===== src/rtl/trap_ctrl.sv =====
// trap_ctrl -- write-back stage trap / MRET sequencer.
//
// Detects a trap event (enabled interrupt or synchronous exception) or an
// MRET on the valid instruction in WB, then walks a fixed sequence:
//   trap : IDLE -> FLUSH -> WRITE -> REDIRECT -> IDLE
//   mret : IDLE -> FLUSH -> REDIRECT -> IDLE
//
// Ports
//   clk_i, rst_i            clock, synchronous active-high reset
//   valid_i, pc_i,          WB-stage instruction valid / PC / encoding
//   instruction_i
//   mem_addr_i              load/store effective address (mtval for misaligned)
//   e_*_i, is_*_i           synchronous exception flags, decoded SYSTEM ops
//   xint_*_i                interrupt pending lines
//   mstatus_mie_i, mie_i    global and per-source interrupt enables
//   mtvec_i, mepc_i         trap vector and current mepc CSRs
//   kill_wb_o               suppress RF write of the WB instruction
//   stall_o, flush_o        pipeline freeze / IF..MEM invalidate
//   we_exc_o                one-cycle CSR trap write strobe
//   mcause_o, mepc_o,       latched trap cause / PC / value
//   mtval_o
//   mret_o                  one-cycle mstatus restore strobe
//   redirect_o,             one-cycle fetch redirect and its target
//   redirect_pc_o
module trap_ctrl (
    input  logic        clk_i,
    input  logic        rst_i,
    input  logic        valid_i,
    input  logic [31:0] pc_i,
    input  logic [31:0] instruction_i,
    input  logic [31:0] mem_addr_i,
    input  logic        e_inst_addr_mis_i,
    input  logic        e_illegal_inst_i,
    input  logic        e_ld_addr_mis_i,
    input  logic        e_st_addr_mis_i,
    input  logic        is_ecall_i,
    input  logic        is_ebreak_i,
    input  logic        is_mret_i,
    input  logic        xint_meip_i,
    input  logic        xint_msip_i,
    input  logic        xint_mtip_i,
    input  logic        mstatus_mie_i,
    input  logic [31:0] mie_i,
    input  logic [31:0] mtvec_i,
    input  logic [31:0] mepc_i,
    output logic        kill_wb_o,
    output logic        stall_o,
    output logic        flush_o,
    output logic        we_exc_o,
    output logic [31:0] mcause_o,
    output logic [31:0] mepc_o,
    output logic [31:0] mtval_o,
    output logic        mret_o,
    output logic        redirect_o,
    output logic [31:0] redirect_pc_o
);

    typedef enum logic [1:0] {
        IDLE,
        FLUSH,
        WRITE,
        REDIRECT
    } state_t;

    state_t      state_q, state_d;
    logic [31:0] mcause_q, mepc_q, mtval_q;
    logic        mret_q;

    logic        irq_mei, irq_msi, irq_mti, irq_any;
    logic        sync_any, idle_valid, trap_event, mret_accept;
    logic [31:0] cause_sel, tval_sel;
    logic [31:0] vec_base, trap_target;

    assign irq_mei = mstatus_mie_i & xint_meip_i & mie_i[11];
    assign irq_msi = mstatus_mie_i & xint_msip_i & mie_i[3];
    assign irq_mti = mstatus_mie_i & xint_mtip_i & mie_i[7];
    assign irq_any = irq_mei | irq_msi | irq_mti;

    assign sync_any = e_inst_addr_mis_i | e_illegal_inst_i | is_ebreak_i |
                      is_ecall_i | e_ld_addr_mis_i | e_st_addr_mis_i;

    assign idle_valid  = (state_q == IDLE) & valid_i;
    assign trap_event  = idle_valid & (irq_any | sync_any);
    assign mret_accept = idle_valid & is_mret_i & ~trap_event;

    // Cause / value selection: interrupts first, then synchronous sources.
    always_comb begin
        cause_sel = '0;
        tval_sel  = '0;
        if (irq_mei) begin
            cause_sel = 32'h8000_000B;
        end else if (irq_msi) begin
            cause_sel = 32'h8000_0003;
        end else if (irq_mti) begin
            cause_sel = 32'h8000_0007;
        end else if (e_inst_addr_mis_i) begin
            cause_sel = 32'd0;
            tval_sel  = pc_i;
        end else if (e_illegal_inst_i) begin
            cause_sel = 32'd2;
            tval_sel  = instruction_i;
        end else if (is_ebreak_i) begin
            cause_sel = 32'd3;
            tval_sel  = pc_i;
        end else if (is_ecall_i) begin
            cause_sel = 32'd11;
        end else if (e_ld_addr_mis_i) begin
            cause_sel = 32'd4;
            tval_sel  = mem_addr_i;
        end else if (e_st_addr_mis_i) begin
            cause_sel = 32'd6;
            tval_sel  = mem_addr_i;
        end
    end

    // Vectored mode only applies to interrupts; offset is 4 * cause code.
    assign vec_base = {mtvec_i[31:2], 2'b00};
    always_comb begin
        if (mtvec_i[1:0] == 2'b01 && mcause_q[31])
            trap_target = vec_base + {mcause_q[29:0], 2'b00};
        else
            trap_target = vec_base;
    end

    always_ff @(posedge clk_i) begin
        if (rst_i) begin
            state_q  <= IDLE;
            mcause_q <= '0;
            mepc_q   <= '0;
            mtval_q  <= '0;
            mret_q   <= 1'b0;
        end else begin
            state_q <= state_d;
            if (trap_event) begin
                mcause_q <= cause_sel;
                mtval_q  <= tval_sel;
                mepc_q   <= pc_i;
                mret_q   <= 1'b0;
            end else if (mret_accept) begin
                mret_q <= 1'b1;
            end
        end
    end

    // Every strobe is gated by rst_i so nothing fires while reset is held,
    // even if the state register has not yet returned to IDLE.
    always_comb begin
        state_d       = state_q;
        kill_wb_o     = 1'b0;
        stall_o       = 1'b0;
        flush_o       = 1'b0;
        we_exc_o      = 1'b0;
        mret_o        = 1'b0;
        redirect_o    = 1'b0;
        redirect_pc_o = '0;
        case (state_q)
            IDLE: begin
                if (trap_event || mret_accept) begin
                    kill_wb_o = ~rst_i;
                    state_d   = FLUSH;
                end
            end
            FLUSH: begin
                stall_o = ~rst_i;
                flush_o = ~rst_i;
                state_d = mret_q ? REDIRECT : WRITE;
            end
            WRITE: begin
                stall_o  = ~rst_i;
                we_exc_o = ~rst_i;
                state_d  = REDIRECT;
            end
            REDIRECT: begin
                stall_o       = ~rst_i;
                redirect_o    = ~rst_i;
                mret_o        = ~rst_i & mret_q;
                redirect_pc_o = mret_q ? mepc_i : trap_target;
                state_d       = IDLE;
            end
            default: state_d = IDLE;
        endcase
    end

    assign mcause_o = mcause_q;
    assign mepc_o   = mepc_q;
    assign mtval_o  = mtval_q;

endmodule


===== config.mk =====
export PLATFORM = sky130hd
export DESIGN_NAME = trap_ctrl
export DESIGN_NICKNAME = d
export VERILOG_FILES = /design/src/rtl/trap_ctrl.sv
export SDC_FILE = /design/constraint.sdc
export NUM_CORES = 1
export LEC_CHECK = 0
export ABC_AREA = 1
export BUFFER_PORTS_ARGS = -buffer_cell sky130_fd_sc_hd__buf_2
export CAP_MARGIN = 10
export CORE_AREA = 3 3 131 133
export CTS_CLUSTER_DIAMETER = 80
export DETAILED_ROUTE_END_ITERATION = 8
export DIE_AREA = 0 0 134 136
export GPL_TIMING_DRIVEN = 1
export PLACE_DENSITY = 0.66
export RECOVER_POWER = 25
export SYNTH_ARGS = -nofsm -noshare
export SYNTH_HDL_FRONTEND = slang
export SYNTH_SLANG_ARGS = --single-unit

===== constraint.sdc =====
create_clock -name clk_i -period 1.85 [get_ports clk_i]
set_input_delay 0.185 -clock clk_i [delete_from_list [all_inputs] [get_ports clk_i]]
set_output_delay 0.185 -clock clk_i [all_outputs]
set_load 0.05 [all_outputs]

Word-level counts from Yosys, hierarchy flattened:

Cells that the tools add are included.

* input port bits: 206
* register bits after elaboration: 99
* output and inout port bits: 134

* equality and inequality tests: 5
* reduce and logical (&&, ||, !) cells: 5
* muxes and demuxes: 31
* bitwise logic cells: 21
* add/sub/neg operators: 1

Operator list (number)
* $mux W32: 15
* $add A32 B32 Y32: 1
* $mux W4: 4
* $and A1 B1 Y1: 11
* $mux W1: 8
* $or A1 B1 Y1: 8
* $pmux W2 S4: 1
* $mux W3: 2
* $eq A2 B1 Y1 const B: 2
* $eq A2 B2 Y1 const B: 2
* $reduce_or A3 Y1: 1
* $logic_not A2 Y1: 1
* $mux W2: 1
* $ne A2 B1 Y1 const B: 1
* $not A1 Y1: 2
* $reduce_or A2 Y1: 1
* $logic_and A1 B1 Y1: 1
* $logic_or A1 B1 Y1: 1

Depth between registers and ports, before layout:

Gate-level depths: netlist of the first run.

* depth in word-level cells: 12
* mapped depth: 13
* depth with buffers taken out: 13

Worst setup path after synthesis of the first run:

OpenSTA, ideal clock, no wires.

* kind: reg2out
* start: register mcause_q[0], in the netlist mcause_o[0]
* end: output port redirect_pc_o[26]
* setup slack: -0.891 ns
* arrival time: 2.556 ns
* stages on the path, launching flop included: 11
* data required time: 1.665 ns
* cells stage by stage: dfxtp_1 > ha_1 > inv_1 > fa_1 > nor2_1 > nor2_1 > nor2_1 > nand3_1 > nor3_1 > nor2_1 > nor2_1

* longest elaborated chain between the ends: 4

RTL lines
* from (decl): RTL line 66 `logic [31:0] mcause_q, mepc_q, mtval_q;`
* from (signal assigned): RTL line 135 `mcause_q <= cause_sel;`
* $add A32 B32 Y32: RTL line 120 `trap_target = vec_base + {mcause_q[29:0], 2'b00};`
* $mux W32: RTL line 119 `if (mtvec_i[1:0] == 2'b01 && mcause_q[31])`
* $mux W32: RTL line 177 `redirect_pc_o = mret_q ? mepc_i : trap_target;`
* $mux W32: RTL line 156 `case (state_q)`
* to (decl): RTL line 55 `output logic [31:0] redirect_pc_o`

No other way between the ends.

Worst setup path after layout of the first run:

* start: register mcause_q[0], in the netlist mcause_o[0]
* end: output port redirect_pc_o[28]

The elaborated chain is that of the path after synthesis.

==> flow_summary.toml, run 1 <==
[drt]
drt_pass1_iterations = 5
drc = 0
num_vias = 6658
ant_nets = 0
wl_um = 21000
initialDrtViolationCount = 268
wire_per_inst_um = 15.6
vias_per_cell = 4.93

[yosys]
syn_inst = 820
netlist.area_leader.share = 0.278
synth-adder-area-share = 0.0255
syn_area_per_cell_sq_um = 6.33
synth_edf_count = 0
async_flop_share = 0
synthTopCellsByArea = "dfxtp_1 28%, nand2_1 16%, nor2_1 7.2%, nand3_1 6.4%, inv_1 5.7%"
muxShareOfSynthArea = 0
synthFlopType = "dfxtp_1"
synth_compound_area_frac = 0.215
synth_cell_types = 39
yosys.area_share.xor_xnor = 0.00675
yosysWarningCount = 0
synth-simple-area-share = 0.332
ys_ff_latch = 72
netlist.top_cell.by_area = "dfxtp_1"
netlist_area_sq_um = 5190
yosysSeqAreaShare = 0.278
synth_top_family_by_area = "simple AND/OR/NAND/NOR gates"

[worst_setup_path]
r2r-end = "mepc_o[21]"
ff2ff_setup_slack_ns = 0.26
worstSetupPathType = "reg -> out"
arrival_ns = 2.29
worstPathRequired_ns = 1.66
cp_slowest_stage_delay_ns = 0.36
critPathLaunchType = "register"
worstPathCellList = "ha_4 -> inv_2 -> fa_2 -> inv_2 -> nand3_2 -> nand2_2 -> nand4_1 -> nor2_1 -> buf_4 -> nand2_1 -> nand2_1 -> nand3_1 -> nand2_2 -> clkinvlp_4 -> buf_6"
timing.rr.start = "state_q[1]"
critPathCaptureType = "output pin"
reg2reg_depth = 9
crit_fanout = 3
slowest_stage = "fa_2"

[floorplan]
fp-row-count = 46
start_util = 0.326
coreArea_sq_um = 15900
pin_count = 340
die_h_um = 136
die_area_sq_um = 18200
die_x_um = 134

[power]
powerDensity_nw_per_um2 = 989
power_mw = 8.03
ir_drop_mv = 0.636
p_leak_nw = 3.95

[sta]
final_hold_viol_count = 0
skew_ns = 0.00440
maxSlewViolCount = 0
setup_viol = 29
max-slew-margin-rel = 0.565
fin_ws_ns = -0.628
final.period_utilization = 1.34
grt_setup_unrepaired = "true"
fmax_ghz = 0.404
min_period_ns = 2.48
tightest_slew_ns = 0.655

[clock_tree]
clockBufferDepth = 2
htree_levels = 3
cts_sinks = 72
holdBufCountCts = 0
cts_made_buffers = 9
clkLatencyLatePin_ns = 0.33
cts.clk_slew.worst_paths_ns = 0.06
cts_root_buffer = "clkbuf_16"
cts_tree = "built"

[placement]
place_inst = 1324
io_buffer_count = 283
routabilityCongestion = 0.877
dp_worst_setup_slack_ns = -0.347
dp_hpwl_um = 15700

[worst_hold_path]
hp-start = "pc_i[6]"
min_to = "mepc_o[6]"
hold_path.class = "in -> reg"
hold_depth = 2

[final_layout]
multiInputGateArea_sq_um = 3570
fin_cells = 1351
fin_util = 0.509
drive_gt1_frac = 0.398
area_delta_synth_final_pct = 56.3
nets = 1344
fill_cells = 1652
register_area_sq_um = 1460

[run]
drv_cap = 0

[global_routing]
gr-total-overflow = 0
antenna_found_initial = 5
grt_pass1_vias = 6325
track_usage = 0.217
grt_max_degree = 58
grt_pass1_wl_um = 32100

[status]
status = "finished, violations left"
violations = "negative setup slack"
report_power, final:
group	internal [mW]	total, mW	leakage [nW]	switching [mW]
clock network	1.22	1.91	0.159	0.687
logic	1.20	4.04	3.19	2.84
registers	1.88	2.07	0.594	0.194
per-stage QoR:
step	setup TNS, ns	hold WS (ns)	area (sq um)
finish	-11.12	0.0946	8110
global route	-14.67	0.0860	8110
CTS	-11.58	0.0821	7970
detailed placement	-5.04	0.432	7140
global placement	-4.60	0.433	7140
floorplan	-2.46	0.324	5470
worst max-delay path: cells and delay by family (launching register included):
kind	cells	cell delay [ns]
and+or+nand+nor	8	0.66
DFF	1	0.35
buffers and inverters	5	0.45
adders and majority gates	2	0.49
repair_timing:
| item | 4_1_cts | 5_1_grt |
|---|---|---|
| setup buffers | 4 | 4 |
| gates cloned | 1 | 0 |
| pin swaps | 35 | 25 |
| gates resized for setup | 146 | 46 |
| setup endpoints to repair | 32 | 36 |
kinds of logic (layout without fill, tap and decap cells):
logic type	Yosys count	count (layout)
simple gates	412	412
compound gates	167	167
buf+inv	154	441
flops	72	72
fa+ha+maj	10	10
xor+xnor	4	4
other cells	1	29
layout make-up:
| cell class | count | area share |
|---|---|---|
| diodes | 2 | 0.000617 |
| clock buffers | 10 | 0.0295 |
| clock inverters | 6 | 0.0111 |
| inverters | 83 | 0.0438 |
| multi-input cells | 620 | 0.440 |
| flip-flops and latches | 72 | 0.180 |
| well taps | 216 | 0.0333 |
| repair buffers | 341 | 0.261 |
| repair inverters | 1 | 0.000925 |
metal layers:
metal	GRT usage	wire, um	up-vias
met5	0	39	-
met4	0.0583	445	6
met3	0.0655	1930	35
met2	0.385	10400	290
met1	0.256	8250	3007
li1	-	-	3320
cells in the mapped netlist, types with 2 or more instances:
master	count
nand2_1	217
nor2_1	99
inv_1	79
dfxtp_1	72
nand3_1	66
o21ai_0	43
a22o_1	33
buf_4	27
clkbuf_1	26
a21oi_1	24
o22ai_1	23
a311oi_1	22
nor3_1	10
buf_2	9
ha_1	9
o21ai_1	8
o221ai_1	8
buf_6	7
nand4_1	7
o211ai_1	4
or2_2	3
xnor2_1	3
buf_1	2
clkinv_1	2
inv_2	2
nand3b_1	2
placed cells by master (no fill, tap or decap), drive strengths merged, types with 24 or more instances in the layout:
master  synthesis  routed
a21oi          24      24
a22o           33      33
buf            45     304
clkbuf         26      47
conb            1      27
dfxtp          72      72
inv            81      73
nand2         219     219
nand3          66      66
nor2          102     102
o21ai          51      51
worst max-delay path by stage:
stage	startpoint	end	slack, ns	depth (start not counted)
after floorplan	mcause_o[0]	redirect_pc_o[28]	-0.33	13
after global placement	mcause_o[0]	redirect_pc_o[28]	-0.34	15
after detailed placement	mcause_o[0]	redirect_pc_o[28]	-0.35	15
after CTS	mcause_o[0]	redirect_pc_o[28]	-0.63	15
after global routing	mcause_o[0]	redirect_pc_o[28]	-0.78	15
final	mcause_o[0]	redirect_pc_o[28]	-0.63	15
state kept, by name, summed over array words and instances (netlist names):
| register | count |
|---|---|
| mret_q | 1 |
| mcause_o | 5 |
| mtval_o | 32 |
| mepc_o | 32 |
| state_q | 2 |
No activity file was read; power rests on OpenSTA's default activity.
==> run 2: changes to the inputs <==
MAX_ROUTING_LAYER = met4   (was unset)
==> run 2 against run 1 <==
The flow still finishes with violations (negative setup slack); via count is 0.12% higher; clock power hardly changed; register-to-register slack better by 0.02 ns; sequential power hardly changed; critical endpoint unchanged; utilization hardly changed; final cell count is 0.37% higher; sequential share of layout area hardly changed.
==> flow_summary.toml, run 2 (same netlist as run 1, synthesis figures left out) <==
[status]
status = "finished, violations left"
violations = "negative setup slack"

[final_layout]
fin_cells = 1356
register_area_sq_um = 1460
fill_cells = 1614
drive_gt1_frac = 0.393
layout_commonest_cell = "buf_2"
multiInputGateArea_sq_um = 3530
nets = 1348
area_delta_synth_final_pct = 56.4
layout_common_cells = "212 x buf_2, 191 x nand2_1, 86 x nor2_1"

[clock_tree]
clockBufferDepth = 2
htree_levels = 3
cts_root_buffer = "clkbuf_16"
cts_sinks = 72
cts.clk_slew.worst_paths_ns = 0.06
cts_made_buffers = 9
clkLatencyLatePin_ns = 0.33
cts_tree = "built"
holdBufCountCts = 0

[worst_setup_path]
crit_fanout = 3
critPathCaptureType = "output pin"
critPathLaunchType = "register"
worstSetupPathType = "reg -> out"
arrival_ns = 2.33
worstPathRequired_ns = 1.66

[power]
swShare = 0.466
pwr-share-clk = 0.234
power.internal_mw = 4.29
powerDensity_nw_per_um2 = 989
power.net_switching_mw = 3.74
power_mw = 8.03
comb_power_share = 0.508
ir_drop_mv = 0.725
pwr-share-seq = 0.259
p_leak_nw = 3.98

[sta]
grt_setup_unrepaired = "true"
max-slew-margin-rel = 0.571
final.period_utilization = 1.36
tightest_slew_ns = 0.646
fin_ws_ns = -0.664
skew_ns = 0.00556
fmax_ghz = 0.398
final_hold_viol_count = 0
setup_viol = 29
min_period_ns = 2.51
maxSlewViolCount = 0

[floorplan]
fp-row-count = 46
die_h_um = 136
pin_count = 340
die_x_um = 134
coreArea_sq_um = 15900
die_area_sq_um = 18200
start_util = 0.326

[drt]
drc = 0
num_vias = 6666
vias_per_cell = 4.92
wl_um = 21500
initialDrtViolationCount = 335
wire_per_inst_um = 15.8
ant_nets = 0
drt_pass1_iterations = 5

[worst_hold_path]
hold_path.class = "in -> reg"

[placement]
io_buffer_count = 283
dp_hpwl_um = 15800
routabilityCongestion = 0.902
dp_worst_setup_slack_ns = -0.357
place_inst = 1325

[global_routing]
track_usage = 0.225
antenna_found_initial = 4
grt_pass1_wl_um = 32100
grt_pass1_vias = 6223
gr-total-overflow = 0
grt_max_degree = 58

[run]
drv_cap = 0
[run 2: cell type report]
cell class,instances,area share
sequential,72,0.180
multi-input combinational,620,0.435
clock buffer,9,0.0277
inverter,83,0.0444
timing repair inverter,1,0.000925
antenna,4,0.00123
clock inverter,6,0.0112
tap,216,0.0333
timing repair buffer,345,0.266
[run 2: critical path, stage by stage, from the launching register on]
cell	delay, ns
dfxtp_4	0.36
ha_4	0.13
inv_2	0.03
fa_2	0.36
inv_2	0.09
nand3_2	0.07
nand2_2	0.07
nand4_1	0.11
nor2_1	0.11
buf_4	0.14
nand2_2	0.04
nand2_1	0.06
nand3_1	0.07
nand2_2	0.10
clkinvlp_4	0.09
buf_8	0.15
[run 2: metal layers]
| metal | track usage | part of all wire |
|---|---|---|
| met5 | - | 0 |
| met4 | 0.0531 | 0.014 |
| met3 | 0.0511 | 0.087 |
| met2 | 0.389 | 0.50 |
| met1 | 0.268 | 0.40 |
[run 2: power groups by stage]
stage / Sequential, mW / Clock (mW) / Combinational, mW
6_report: 2.08 / 1.88 / 4.08
5_1_grt: 2.12 / 1.99 / 4.36
4_1_cts: 2.05 / 1.93 / 4.01
3_5_place_dp: 2.07 / 0 / 3.77
3_3_place_gp: 2.07 / 0 / 3.75
2_1_floorplan: 3.06 / 0 / 1.75
[run 2: worst paths after layout]
kind | depth (start not counted) | to | slack (ns) | startpoint
min | 2 | mepc_o[3] | 0.1 | pc_i[3]
max reg2reg | 9 | mepc_o[20] | 0.28 | state_q[1]
min reg2reg | 2 | mtval_o[22] | 0.45 | mtval_o[22]
max | 15 | redirect_pc_o[28] | -0.66 | mcause_o[0]
[run 2: timing repair]
| action | CTS | global route |
|---|---|---|
| resized for setup | 145 | 38 |
| buffers inserted | 7 | 5 |
| gates cloned | 1 | 0 |
| setup endpoints to repair | 32 | 36 |
| endpoints found under the hold margin | 0 | 0 |
| pin swaps | 34 | 16 |
[run 2: metrics by stage]
step	cell area, sq um	utilization	TNS [ns]	hold slack [ns]
4_1_cts	7980	0.500	-12.19	0.0788
5_1_grt	8120	0.509	-15.84	0.0848
2_1_floorplan	5470	-	-2.46	0.324
6_report	8120	0.509	-11.98	0.0976
3_5_place_dp	7150	0.448	-5.36	0.432
3_3_place_gp	7150	0.448	-4.78	0.432
==> run 3: changes to the inputs <==
CELL_PAD_IN_SITES_DETAIL_PLACEMENT = 1   (was unset)
CELL_PAD_IN_SITES_GLOBAL_PLACEMENT = 2   (was unset)
CORE_AREA = unset   (was 3 3 131 133)
CORE_ASPECT_RATIO = 0.9   (was unset)
CORE_MARGIN = 3   (was unset)
CORE_UTILIZATION = 18   (was unset)
DIE_AREA = unset   (was 0 0 134 136)
PLACE_DENSITY = unset   (was 0.66)
PLACE_DENSITY_LB_ADDON = 0.1   (was unset)
==> run 3 against run 2 <==
The flow still finishes with violations (negative setup slack); fmax fell by 1.1%; sequential share of layout area shrank 1.0 points; design area grew 6.3%; via count grew 0.21%; flip-flop and latch count is the same; routed wire length grew 22%; setup slack got worse by 0.028 ns; clock power decreased by 12%; non-clock buffer count grew 20.
==> flow_summary.toml, run 3 (same netlist as run 1, synthesis figures left out) <==
[status]
status = "finished, violations left"
violations = "negative setup slack"

[clock_tree]
cts_tree = "built"
clockBufferDepth = 2
holdBufCountCts = 0
cts_made_buffers = 9
cts_sinks = 72
cts.clk_slew.worst_paths_ns = 0.06
clkLatencyLatePin_ns = 0.34
cts_root_buffer = "clkbuf_16"
htree_levels = 3

[drt]
wire_per_inst_um = 17.2
ant_nets = 0
wl_um = 26200
num_vias = 6680
initialDrtViolationCount = 176
drt_pass1_iterations = 4
drc = 0
vias_per_cell = 4.39

[global_routing]
track_usage = 0.170
grt_max_degree = 42
antenna_found_initial = 7
grt.busiest_layer = "met2"
grt_pass1_wl_um = 40100
grt_pass1_vias = 7031
grt_util_met1 = 0.226
grtUsageMet3 = 0.0536
grt_use_met2 = 0.260
gr-total-overflow = 0

[worst_setup_path]
worstSetupPathType = "reg -> out"
crit_start = "mcause_o[0]"
reg2reg_depth = 10
critPathCaptureType = "output pin"
timing.rr.start = "state_q[1]"
crit_fanout = 4
critPathLaunchType = "register"
arrival_ns = 2.36
worst_setup_path_endpoint = "redirect_pc_o[30]"
r2r-end = "mtval_o[9]"
ff2ff_setup_slack_ns = 0.18
worstPathRequired_ns = 1.66

[placement]
dp_hpwl_um = 20400
io_buffer_count = 283
place_inst = 1490
routabilityCongestion = 0.756
dp_worst_setup_slack_ns = -0.394

[floorplan]
die_h_um = 167
pin_count = 340
die_x_um = 185
die_area_sq_um = 30900
fp-row-count = 58
start_util = 0.184
coreArea_sq_um = 28200

[final_layout]
layout_commonest_cell = "buf_2"
fin_cells = 1521
drive_gt1_frac = 0.421
nets = 1367
layout_common_cells = "214 x buf_2, 182 x nand2_1, 80 x nor2_1"
multiInputGateArea_sq_um = 3710
area_delta_synth_final_pct = 66.3
fill_cells = 3588
register_area_sq_um = 1470

[power]
power_mw = 8.10
ir_drop_mv = 0.447
p_leak_nw = 4.18
powerDensity_nw_per_um2 = 938

[worst_hold_path]
hold_path.class = "in -> reg"

[sta]
fmax_ghz = 0.393
fin_ws_ns = -0.692
grt_setup_unrepaired = "true"
final.period_utilization = 1.37
skew_ns = 0.00525
setup_viol = 29
setup_tns_ns = -13.62
max-slew-margin-rel = 0.559
tightest_slew_ns = 0.665
final_hold_viol_count = 0
min_period_ns = 2.54
maxSlewViolCount = 0

[run]
drv_cap = 0
[run 3: worst max-delay path, stage by stage (launching register included)]
cell        delay [ns]
dfxtp_4           0.35
ha_4              0.13
inv_2             0.03
fa_2              0.36
buf_4             0.16
nor2_4            0.09
nor2_2            0.05
nor2_2            0.09
nand3_2           0.14
o21ai_2           0.19
nand3_2           0.09
nand2_2           0.10
clkinvlp_4        0.08
buf_8             0.15
[run 3: cell type report]
cell class,count,area share
tap,360,0.0522
sequential,72,0.170
inverter,83,0.0404
clock buffer,14,0.0307
multi-input combinational,620,0.429
antenna,7,0.00203
timing repair buffer,365,0.276
[run 3: layer usage]
layer,part of all wire,up-vias
li1,-,3364
met1,0.48,3130
met2,0.45,174
met3,0.069,12
met4,0.0068,0
met5,0,-
[run 3: how the worst min path moves through the flow]
stage	from	end	cells after the start
global placement	pc_i[30]	mepc_o[30]	2
global route	pc_i[30]	mepc_o[30]	2
detailed placement	mtval_o[22]	mtval_o[22]	2
CTS	pc_i[30]	mepc_o[30]	2
finish	pc_i[30]	mepc_o[30]	2
floorplan	pc_i[0]	mepc_o[0]	1
[run 3: what timing repair did]
item	CTS	global route
pin swaps	38	38
gates resized for setup	169	56
buffers inserted	4	8
gates cloned	0	0
endpoints found under the setup margin	31	40
[run 3: power breakdown]
group          leakage [nW]  total, mW  internal, mW  switching (mW)
clock                 0.128       1.65         0.978           0.674
combinational          3.46       4.37          1.36            3.01
sequential            0.594       2.07          1.88           0.190
total                  4.18       8.10          4.22            3.88
[run 3: per-stage QoR]
step                      cell area, sq um   util  hold WS [ns]
after floorplan                       5470      -         0.324
after global placement                7550  0.268         0.425
after detailed placement              7550  0.268         0.434
after CTS                             8390  0.298        0.0627
after global routing                  8630  0.307        0.0782
final                                 8630  0.307        0.0838
